**src/rtl/led_counter.sv**
```systemverilog
// rtl/led_counter.sv - 8-bit LED counter with prescaled tick, debounced run/pause button, up/down dir.
// Define LED_PWM_EN to dim the LEDs with an 8-bit PWM of duty PWM_DUTY/256.
module led_counter #(
  parameter int TICK_DIV        = 12_500_000,
  parameter int DEBOUNCE_CYCLES = 500_000,
  parameter int PWM_DUTY        = 64
) (
  input  logic       clk,
  input  logic       rst,
  input  logic       btn,
  input  logic       dir,
  output logic [7:0] led,
  output logic [7:0] count,
  output logic       wrap,
  output logic       paused
);

  localparam int PW = $clog2(TICK_DIV);
  localparam int DW = $clog2(DEBOUNCE_CYCLES + 1);
  localparam logic [PW-1:0] PRE_MAX = PW'(TICK_DIV - 1);
  localparam logic [DW-1:0] DEB_MAX = DW'(DEBOUNCE_CYCLES - 1);

  if (TICK_DIV < 2) begin : g_bad_tick_div
    $error("TICK_DIV must be >= 2");
  end
  if (DEBOUNCE_CYCLES < 1) begin : g_bad_debounce
    $error("DEBOUNCE_CYCLES must be >= 1");
  end
  if (PWM_DUTY < 0 || PWM_DUTY > 256) begin : g_bad_duty
    $error("PWM_DUTY must be within 0..256");
  end

  typedef enum logic {RUN, PAUSED} state_t;

  state_t        state;
  logic          btn_m, btn_s;
  logic          deb, deb_q, press;
  logic [DW-1:0] deb_cnt;
  logic [PW-1:0] presc;
  logic          tick;

  always_ff @(posedge clk or posedge rst) begin
    if (rst) begin
      btn_m <= 1'b0;
      btn_s <= 1'b0;
    end else begin
      btn_m <= btn;
      btn_s <= btn_m;
    end
  end

  // A single cycle where btn_s agrees with deb restarts the stability count.
  always_ff @(posedge clk or posedge rst) begin
    if (rst) begin
      deb     <= 1'b0;
      deb_cnt <= '0;
    end else if (btn_s != deb) begin
      if (deb_cnt == DEB_MAX) begin
        deb     <= btn_s;
        deb_cnt <= '0;
      end else begin
        deb_cnt <= deb_cnt + DW'(1);
      end
    end else begin
      deb_cnt <= '0;
    end
  end

  always_ff @(posedge clk or posedge rst) begin
    if (rst) begin
      deb_q <= 1'b0;
      press <= 1'b0;
    end else begin
      deb_q <= deb;
      press <= deb & ~deb_q;
    end
  end

  always_ff @(posedge clk or posedge rst) begin
    if (rst) begin
      state  <= RUN;
      paused <= 1'b0;
    end else if (press) begin
      state  <= (state == RUN) ? PAUSED : RUN;
      paused <= (state == RUN);
    end
  end

  assign tick = (state == RUN) && (presc == PRE_MAX);

  // The prescaler holds while paused so a resume completes the interrupted period.
  always_ff @(posedge clk or posedge rst) begin
    if (rst) begin
      presc <= '0;
    end else if (state == RUN) begin
      presc <= tick ? '0 : presc + PW'(1);
    end
  end

  always_ff @(posedge clk or posedge rst) begin
    if (rst) begin
      count <= 8'h00;
      wrap  <= 1'b0;
    end else begin
      wrap <= 1'b0;
      if (tick) begin
        if (dir) begin
          count <= count - 8'd1;
          wrap  <= (count == 8'h00);
        end else begin
          count <= count + 8'd1;
          wrap  <= (count == 8'hFF);
        end
      end
    end
  end

`ifdef LED_PWM_EN
  localparam logic [8:0] DUTY = 9'(PWM_DUTY);

  logic [7:0] pwm_cnt;

  always_ff @(posedge clk or posedge rst) begin
    if (rst) begin
      pwm_cnt <= 8'h00;
      led     <= 8'h00;
    end else begin
      pwm_cnt <= pwm_cnt + 8'd1;
      led     <= count & {8{({1'b0, pwm_cnt} < DUTY)}};
    end
  end
`else
  assign led = count;
`endif

endmodule

```
**config.mk**
```make
export PLATFORM = sky130hd
export DESIGN_NAME = led_counter
export DESIGN_NICKNAME = d
export VERILOG_FILES = /design/src/rtl/led_counter.sv
export SDC_FILE = /design/constraint.sdc
export NUM_CORES = 1
export LEC_CHECK = 0
export CAP_MARGIN = 20
export CORE_MARGIN = 2
export CORE_UTILIZATION = 55
export DETAILED_ROUTE_END_ITERATION = 16
export PLACE_DENSITY = 0.8
export SKIP_LAST_GASP = 1
export SYNTH_ARGS = -nofsm -noshare
export SYNTH_HDL_FRONTEND = slang
export SYNTH_SLANG_ARGS = --single-unit
export TNS_END_PERCENT = 30
```
**constraint.sdc**
```tcl
create_clock -name clk -period 3.6 [get_ports clk]
set_input_delay 0.72 -clock clk [delete_from_list [all_inputs] [get_ports clk]]
set_output_delay 0.72 -clock clk [all_outputs]
set_load 0.05 [all_outputs]
```
==> key figures, run 1 <==
Status
  – Result of the run: finished clean

Clock tree
  – Max Buffers Root-to-Sink: 2
  – CTS sink cnt: 58
  – Clock Tree Root: clkbuf_8
  – H-tree depth: 3
  – TritonCTS clock tree: built
  – Post-CTS Setup Bufs: 0
  – Worst-skew pair later-pin latency: 340 ps
  – Post-cts resize count: 0
  – # hold bufs at CTS: 0
  – Clock-pin slew on the worst setup and hold paths: 70 ps
  – Num CTS Buffers: 9

Route
  – DRC Markers: 0
  – Vias/cell: 5.395
  – Drt pass-1 iters: 4
  – DR iter-0 viols: 158
  – WL per Instance: 13.41 um
  – Post-DRT Antenna Nets: 0
  – DR vias: 2115
  – WL final: 5257 um

Power
  – Clock share of power: 51.1%
  – Total power after layout: 0.001466 W
  – Share of total power in combinational logic: 3.9%
  – Sequential fraction of design power: 45.0%
  – Leakage: 1.546 nW
  – PwrDens: 423.5 nW/um^2
  – P_sw: 0.0002943 W
  – Max VDD drop: 0.3508 mV
  – Sw frac: 20.07%
  – Internal: 0.001172 W

Worst setup path
  – Critical Path Source Type: input port
  – Crit Path Class: in -> reg
  – WP data required: 3870 ps
  – CP Max Fanout: 10
  – CP Capture Type: flip-flop
  – Arr. time, crit path: 2820 ps

Logic synthesis
  – Yosys top cell by area: dfrtp_1
  – Post-synth EDFFs: 0
  – Yosys warns: 0
  – Synth top area cells: dfrtp_1 (49%), xor2_1 (7.6%), xnor2_1 (6.2%), nor2_1 (5.5%), ha_1 (3.4%)
  – Sequential area share after synthesis: 48.70%
  – Syn Nets: 310
  – Synth top area share: 48.70%
  – Main synth FF type: dfrtp_1
  – Synthesized area per cell: 10.03 sq um
  – FFs w/ async S/R, synth: 100.0%
  – #FFs+latches synth: 58
  – Most frequent cell after synthesis: dfrtp_1
  – Netlist cell types: 40
  – Cells after Synth: 297
  – Synth Cell Area: 2980 sq um
  – Synth cell count leaders: dfrtp_1 (58), nor2_1 (44), xor2_1 (26)

GRT
  – Initial antenna violation count: 0
  – Vias in the first global route: 2113
  – Gr ovfl total: 0
  – GRT Overall Usage: 20.16%
  – First-pass GRT wire length: 9480 um
  – Pin count of the biggest net entering global routing: 30

Die
  – Core area: 5172 sq um
  – Chip Width: 77.61 um
  – Die ar.: 6023 sq um
  – Starting Density: 57.62%
  – Rows: 26
  – Die H: 77.61 um
  – IO Count: 22

STA
  – Max Slew Vio Count: 0
  – Relative slew margins: 52.90%
  – Final hold viol count: 0
  – Worst Max-Slew Pin Slew: 700.0 ps
  – # setup viols final: 0
  – Layout Skew: 7.428 ps
  – Fmax: 0.3912 GHz
  – Clock period minus final worst setup slack: 2556 ps
  – Final period utilization: 71.01%
  – Setup TNS: 0 ps
  – Unrepaired setup endpoints after global routing: no
  – Fin Hold WS: 354.9 ps

Placement
  – Post-DP HPWL: 3570 um
  – Number of port buffers: 21
  – Post-DP Area: 3212 sq um
  – Routability cong.: 0.8194

Hold path
  – Worst min-delay path category: reg -> reg

Layout
  – Post-layout nets: 331
  – Post-Route Utilization: 66.93%
  – Reg area: 1451 sq um
  – Area of the multi-input gates: 1418 sq um
  – Fraction of layout cells with a size suffix above 1: 8.696%
  – FILL cells: 398
  – Fin area: 3462 sq um
  – Diodes inserted: 0
  – Synthesis-to-layout area growth: 16.16%

Run
  – Max-cap viol count: 0
[kinds of logic after synthesis]
family                   share of synthesized area [%]
multiplexers                                    0.7137
AO/OA/AOI/OAI                                    3.778
XOR/XNOR                                         13.81
flip-flops                                       48.70
buffers and inverters                            3.736
adder cells (fa/ha/maj)                          4.030
AND/OR/NAND/NOR                                  25.23
[cell type report]
class	instances	area share [%]
clock inverter	4	2.855
timing repair buffer	24	6.722
tap	70	2.530
clock buffer	11	4.373
sequential	58	41.92
inverter	6	0.6505
multi-input combinational	219	40.95
[final timing paths]
path | depth (start not counted) | start | end | slack (ps)
setup / recovery | 8 | dir | count[7]$_DFFE_PP0N_ | 1040
max in group asynchronous | 3 | rst | deb_cnt[13]$_DFF_PP0_ | 2190
hold reg to reg | 0 | btn_m$_DFF_PP0_ | btn_s$_DFF_PP0_ | 350
min in group asynchronous | 2 | rst | count[4]$_DFFE_PP0N_ | 750
setup reg to reg | 6 | presc[0]$_DFFE_PP0N_ | count[5]$_DFFE_PP0N_ | 1540
hold / removal | 0 | btn_m$_DFF_PP0_ | btn_s$_DFF_PP0_ | 350
[registers in the layout (all words and copies together), names as in the netlist]
register  count
btn_m         1
btn_s         1
count         8
deb           1
deb_cnt      19
deb_q         1
paused        1
presc        24
press         1
wrap          1
[critical path, cell delays in order]
cell and delay (ps):
clkdlybuf4s50_1 700, ha_1 300, a21o_1 180, a21oi_1 250, o21a_1 210, o21ai_0 120, mux2i_1 200, xnor2_1 130
[placed cells by master (no fill, tap or decap), types with 2 or more instances in the layout]
master,synthesis,routed
nor4_1,7,7
or3_1,3,3
clkdlybuf4s50_1,0,21
buf_4,8,3
xnor2_1,21,21
a21oi_1,7,7
ha_1,8,8
and3_1,3,3
clkbuf_8,0,11
or2_2,3,3
nand3_1,11,11
inv_1,6,5
nand2b_1,6,6
nor2_1,44,44
nor3_1,8,8
o21ai_0,11,11
nand4_1,13,13
dfrtp_1,58,58
a21o_1,2,2
nand2_1,24,24
nor2b_1,2,2
bufinv_16,0,3
xor2_1,26,26
and4_1,3,3
[power groups by stage]
stage | registers, W | clock network (W) | logic, W
after global placement | 0.000672 | 0 | 0.0000568
after detailed placement | 0.000672 | 0 | 0.0000584
after floorplan | 0.000674 | 0 | 0.0000404
after CTS | 0.000660 | 0.000762 | 0.0000590
after global routing | 0.000660 | 0.000797 | 0.0000664
final | 0.000660 | 0.000749 | 0.0000574
[metrics by stage]
stage	cells	setup WS [ps]
3_5_place_dp	377	733.5
2_1_floorplan	297	1452
4_1_cts	392	1043
6_report	392	1044
5_1_grt	392	868.1
3_3_place_gp	377	801.3
[per-layer routing]
metal	vias to the layer above	share of wire [%]	global-route usage, %	wire (um)
met5	-	0	0	0
met4	0	1.2	7.321	62
met3	6	4.5	6.977	237
met2	46	50	32.93	2619
met1	1015	44	24.75	2338
li1	1048	-	-	-
(Power assumes the default switching activity.)
==> run 2, diff against run 1 <==
--- a/config.mk
+++ b/config.mk
@@ -7,7 +7,7 @@
 export LEC_CHECK = 0
 export CAP_MARGIN = 20
 export CORE_MARGIN = 2
-export CORE_UTILIZATION = 55
+export CORE_UTILIZATION = 53
 export DETAILED_ROUTE_END_ITERATION = 16
 export PLACE_DENSITY = 0.8
 export SKIP_LAST_GASP = 1
==> constraint.sdc (replaced) <==
create_clock -name clk -period 2.1 [get_ports clk]
set_input_delay 0.42 -clock clk [delete_from_list [all_inputs] [get_ports clk]]
set_output_delay 0.42 -clock clk [all_outputs]
set_load 0.05 [all_outputs]
==> run 2 against run 1 <==
Net effect:
- clock power is 29% higher
- via count is 6.8% higher
- critical path depth is 7 lower
- sequential cell count stayed put
- utilization is 1.5 points lower
- worst setup slack worse by 1000 ps
- design area is 3.4% higher
- largest power group is now sequential cells
==> key figures, run 2 (synthesized netlist as in run 1, its figures left out) <==
Status
  – Result of the run: finished clean

Die
  – Rows: 27 (+3.8%)
  – Die H: 78.99 um (+1.8%)
  – Starting Density: 54.46% (-3.2 points)
  – Die ar.: 6239 sq um (+3.6%)
  – Chip Width: 78.99 um (+1.8%)
  – Core area: 5473 sq um (+5.8%)
  – IO Count: 22 (unchanged)

STA
  – Max Slew Vio Count: 0 (unchanged)
  – Final hold viol count: 0 (unchanged)
  – # setup viols final: 0 (unchanged)
  – Fmax: 0.4815 GHz
  – Final period utilization: 98.89%
  – PnR worst setup slack: 23.37 ps (-1020 ps)
  – Unrepaired setup endpoints after global routing: yes
  – Fin Hold WS: 351.8 ps (-3.064 ps)
  – Relative slew margins: 65.90% (+13 points)
  – Clock period minus final worst setup slack: 2077 ps
  – Worst Max-Slew Pin Slew: 509.9 ps (-190.2 ps)
  – Layout Skew: 11.22 ps (+3.788 ps)

Layout
  – Fraction of layout cells with a size suffix above 1: 14.66% (+6.0 points)
  – Post-layout nets: 349 (+5.4%)
  – Largest registers: presc (24), deb_cnt (19), count (8)
  – Most common cell after layout, fill and taps aside: dfrtp_1
  – Most flops, register: presc
  – Diodes inserted: 0 (unchanged)
  – Commonest non-fill, non-tap cells in the layout: dfrtp_1 (58), nor2_1 (44), xor2_1 (26)
  – Synthesis-to-layout area growth: 20.11%
  – FILL cells: 448 (+13%)
  – Largest register FFs: 24 (unchanged)

Worst setup path
  – Slowest stage cell, crit path: clkdlybuf4s50_1
  – Crit path cell chain: clkdlybuf4s50_1
  – WP data required: 1680 ps (-2190 ps)
  – CP Capture Type: output pin
  – Top Family by Delay on Critical Path: buffers and inverters
  – CP max stage delay: 850 ps (+150 ps)
  – Crit Path Class: reg -> out
  – Arr. time, crit path: 1660 ps (-1160 ps)
  – WP buf/inv: 1 (unchanged)
  – CP Max Fanout: 7 (-3)
  – Critical Path Source Type: flip-flop

GRT
  – Pin count of the biggest net entering global routing: 44 (+47%)
  – Initial antenna violation count: 0 (unchanged)
  – First-pass GRT wire length: 10630 um (+12%)
  – Global routing usage on met1: 25.94% (+1.2 points)
  – Vias in the first global route: 2378 (+13%)
  – Gr ovfl total: 0 (unchanged)
  – GRT Overall Usage: 22.08% (+1.9 points)
  – Busiest layer in global routing: met2
  – GR Util met2: 38.14% (+5.2 points)
  – Met3 Resource Use GR: 7.273% (+0.30 points)

Route
  – Post-DRT Antenna Nets: 0 (unchanged)
  – Drt pass-1 iters: 4 (unchanged)
  – WL per Instance: 14.31 um (+6.7%)
  – Vias/cell: 5.470 (+1.4%)
  – DR vias: 2259 (+6.8%)
  – WL final: 5911 um (+12%)
  – DRC Markers: 0 (unchanged)
  – DR iter-0 viols: 122 (-23%)

Power
  – Internal: 0.001696 W (+45%)
  – Sw frac: 23.60% (+3.5 points)
  – Max VDD drop: 0.5934 mV (+69%)
  – Total power after layout: 0.002220 W (+51%)
  – PwrDens: 620.3 nW/um^2 (+46%)
  – P_sw: 0.0005239 W (+78%)
  – Clock share of power: 43.6% (-7.5 points)
  – Sequential fraction of design power: 51.0% (+6.0 points)
  – Leakage: 1.624 nW (+5.0%)
  – Share of total power in combinational logic: 5.5% (+1.6 points)

Hold path
  – Worst min-delay path category: in -> async

Clock tree
  – Clock-pin slew on the worst setup and hold paths: 70 ps (about the same)
  – Clock Tree Root: clkbuf_8
  – # hold bufs at CTS: 0 (unchanged)
  – CTS sink cnt: 58 (unchanged)
  – Worst-skew pair later-pin latency: 340 ps (about the same)
  – Max Buffers Root-to-Sink: 2 (unchanged)
  – Num CTS Buffers: 9 (unchanged)
  – H-tree depth: 3 (unchanged)
  – TritonCTS clock tree: built

Run
  – Max-cap viol count: 0 (unchanged)

Placement
  – Place WS: -322.3 ps (-1056 ps)
  – Routability cong.: 0.9048 (+10%)
  – Post-DP HPWL: 4094 um (+15%)
  – Number of port buffers: 21 (unchanged)
==> run 2: cell types whose count changed in the layout (fill, tap and decap cells not counted), moves of 2 or more <==
cell | previous run | this run
bufinv_16 | 3 | 0
clkinvlp_4 | 0 | 2
buf_12 | 0 | 2
clkdlybuf4s50_1 | 21 | 19
clkinv_2 | 0 | 2
buf_4 | 3 | 19
==> run 2: worst paths after layout <==
kind / start / end / slack [ps] / depth (start not counted)
max in group asynchronous: rst / presc[18]$_DFFE_PP0N_ / 1210 / 3
worst max-delay path: count[1]$_DFFE_PP0N_ / count[1] / 20 / 1
worst min register to register: btn_m$_DFF_PP0_ / btn_s$_DFF_PP0_ / 360 / 0
min in group clk: btn_m$_DFF_PP0_ / btn_s$_DFF_PP0_ / 360 / 0
worst max register to register: presc[1]$_DFFE_PP0N_ / presc[0]$_DFFE_PP0N_ / 150 / 8
worst min-delay path: rst / deb_cnt[4]$_DFF_PP0_ / 350 / 2
==> run 2: per-stage QoR <==
stage               TNS [ps]  utilization (%)  instance area (sq um)  cells
finish                     0            65.41                   3580    413
global route          -259.0            65.41                   3580    413
CTS                   -14.43            64.70                   3541    410
detailed placement     -1032            61.25                   3352    394
global placement      -804.4            61.25                   3352    394
floorplan                  0                -                   2980    297
==> run 2: per-layer routing <==
layer	up-vias	routed length [um]
li1	1094	-
met1	1112	2592
met2	47	3062
met3	6	212
met4	0	42
met5	-	0
==> run 2: timing repair <==
item | CTS | global route
buffers inserted | 0 | 3
resized for setup | 1 | 4
pin swaps | 0 | 2
setup endpoints to repair | 4 | 20
==> run 2: cell type report <==
type                    count  area [sq um]  area share, %
multi-input cells         219          1431          39.99
well taps                  72         90.09          2.517
repair buffers             42         394.1          11.01
flip-flops and latches     58          1451          40.55
clock inverters             4         25.02         0.6991
clock buffers              12         165.2          4.614
inverters                   6         22.52         0.6292
==> run 2: power by group through the flow <==
stage / clock network [W] / registers [W] / logic, W
floorplan: 0 / 0.00115 / 0.0000693
global placement: 0 / 0.00115 / 0.000116
detailed placement: 0 / 0.00115 / 0.000122
CTS: 0.000987 / 0.00113 / 0.000125
global route: 0.00104 / 0.00113 / 0.000137
finish: 0.000967 / 0.00113 / 0.000122
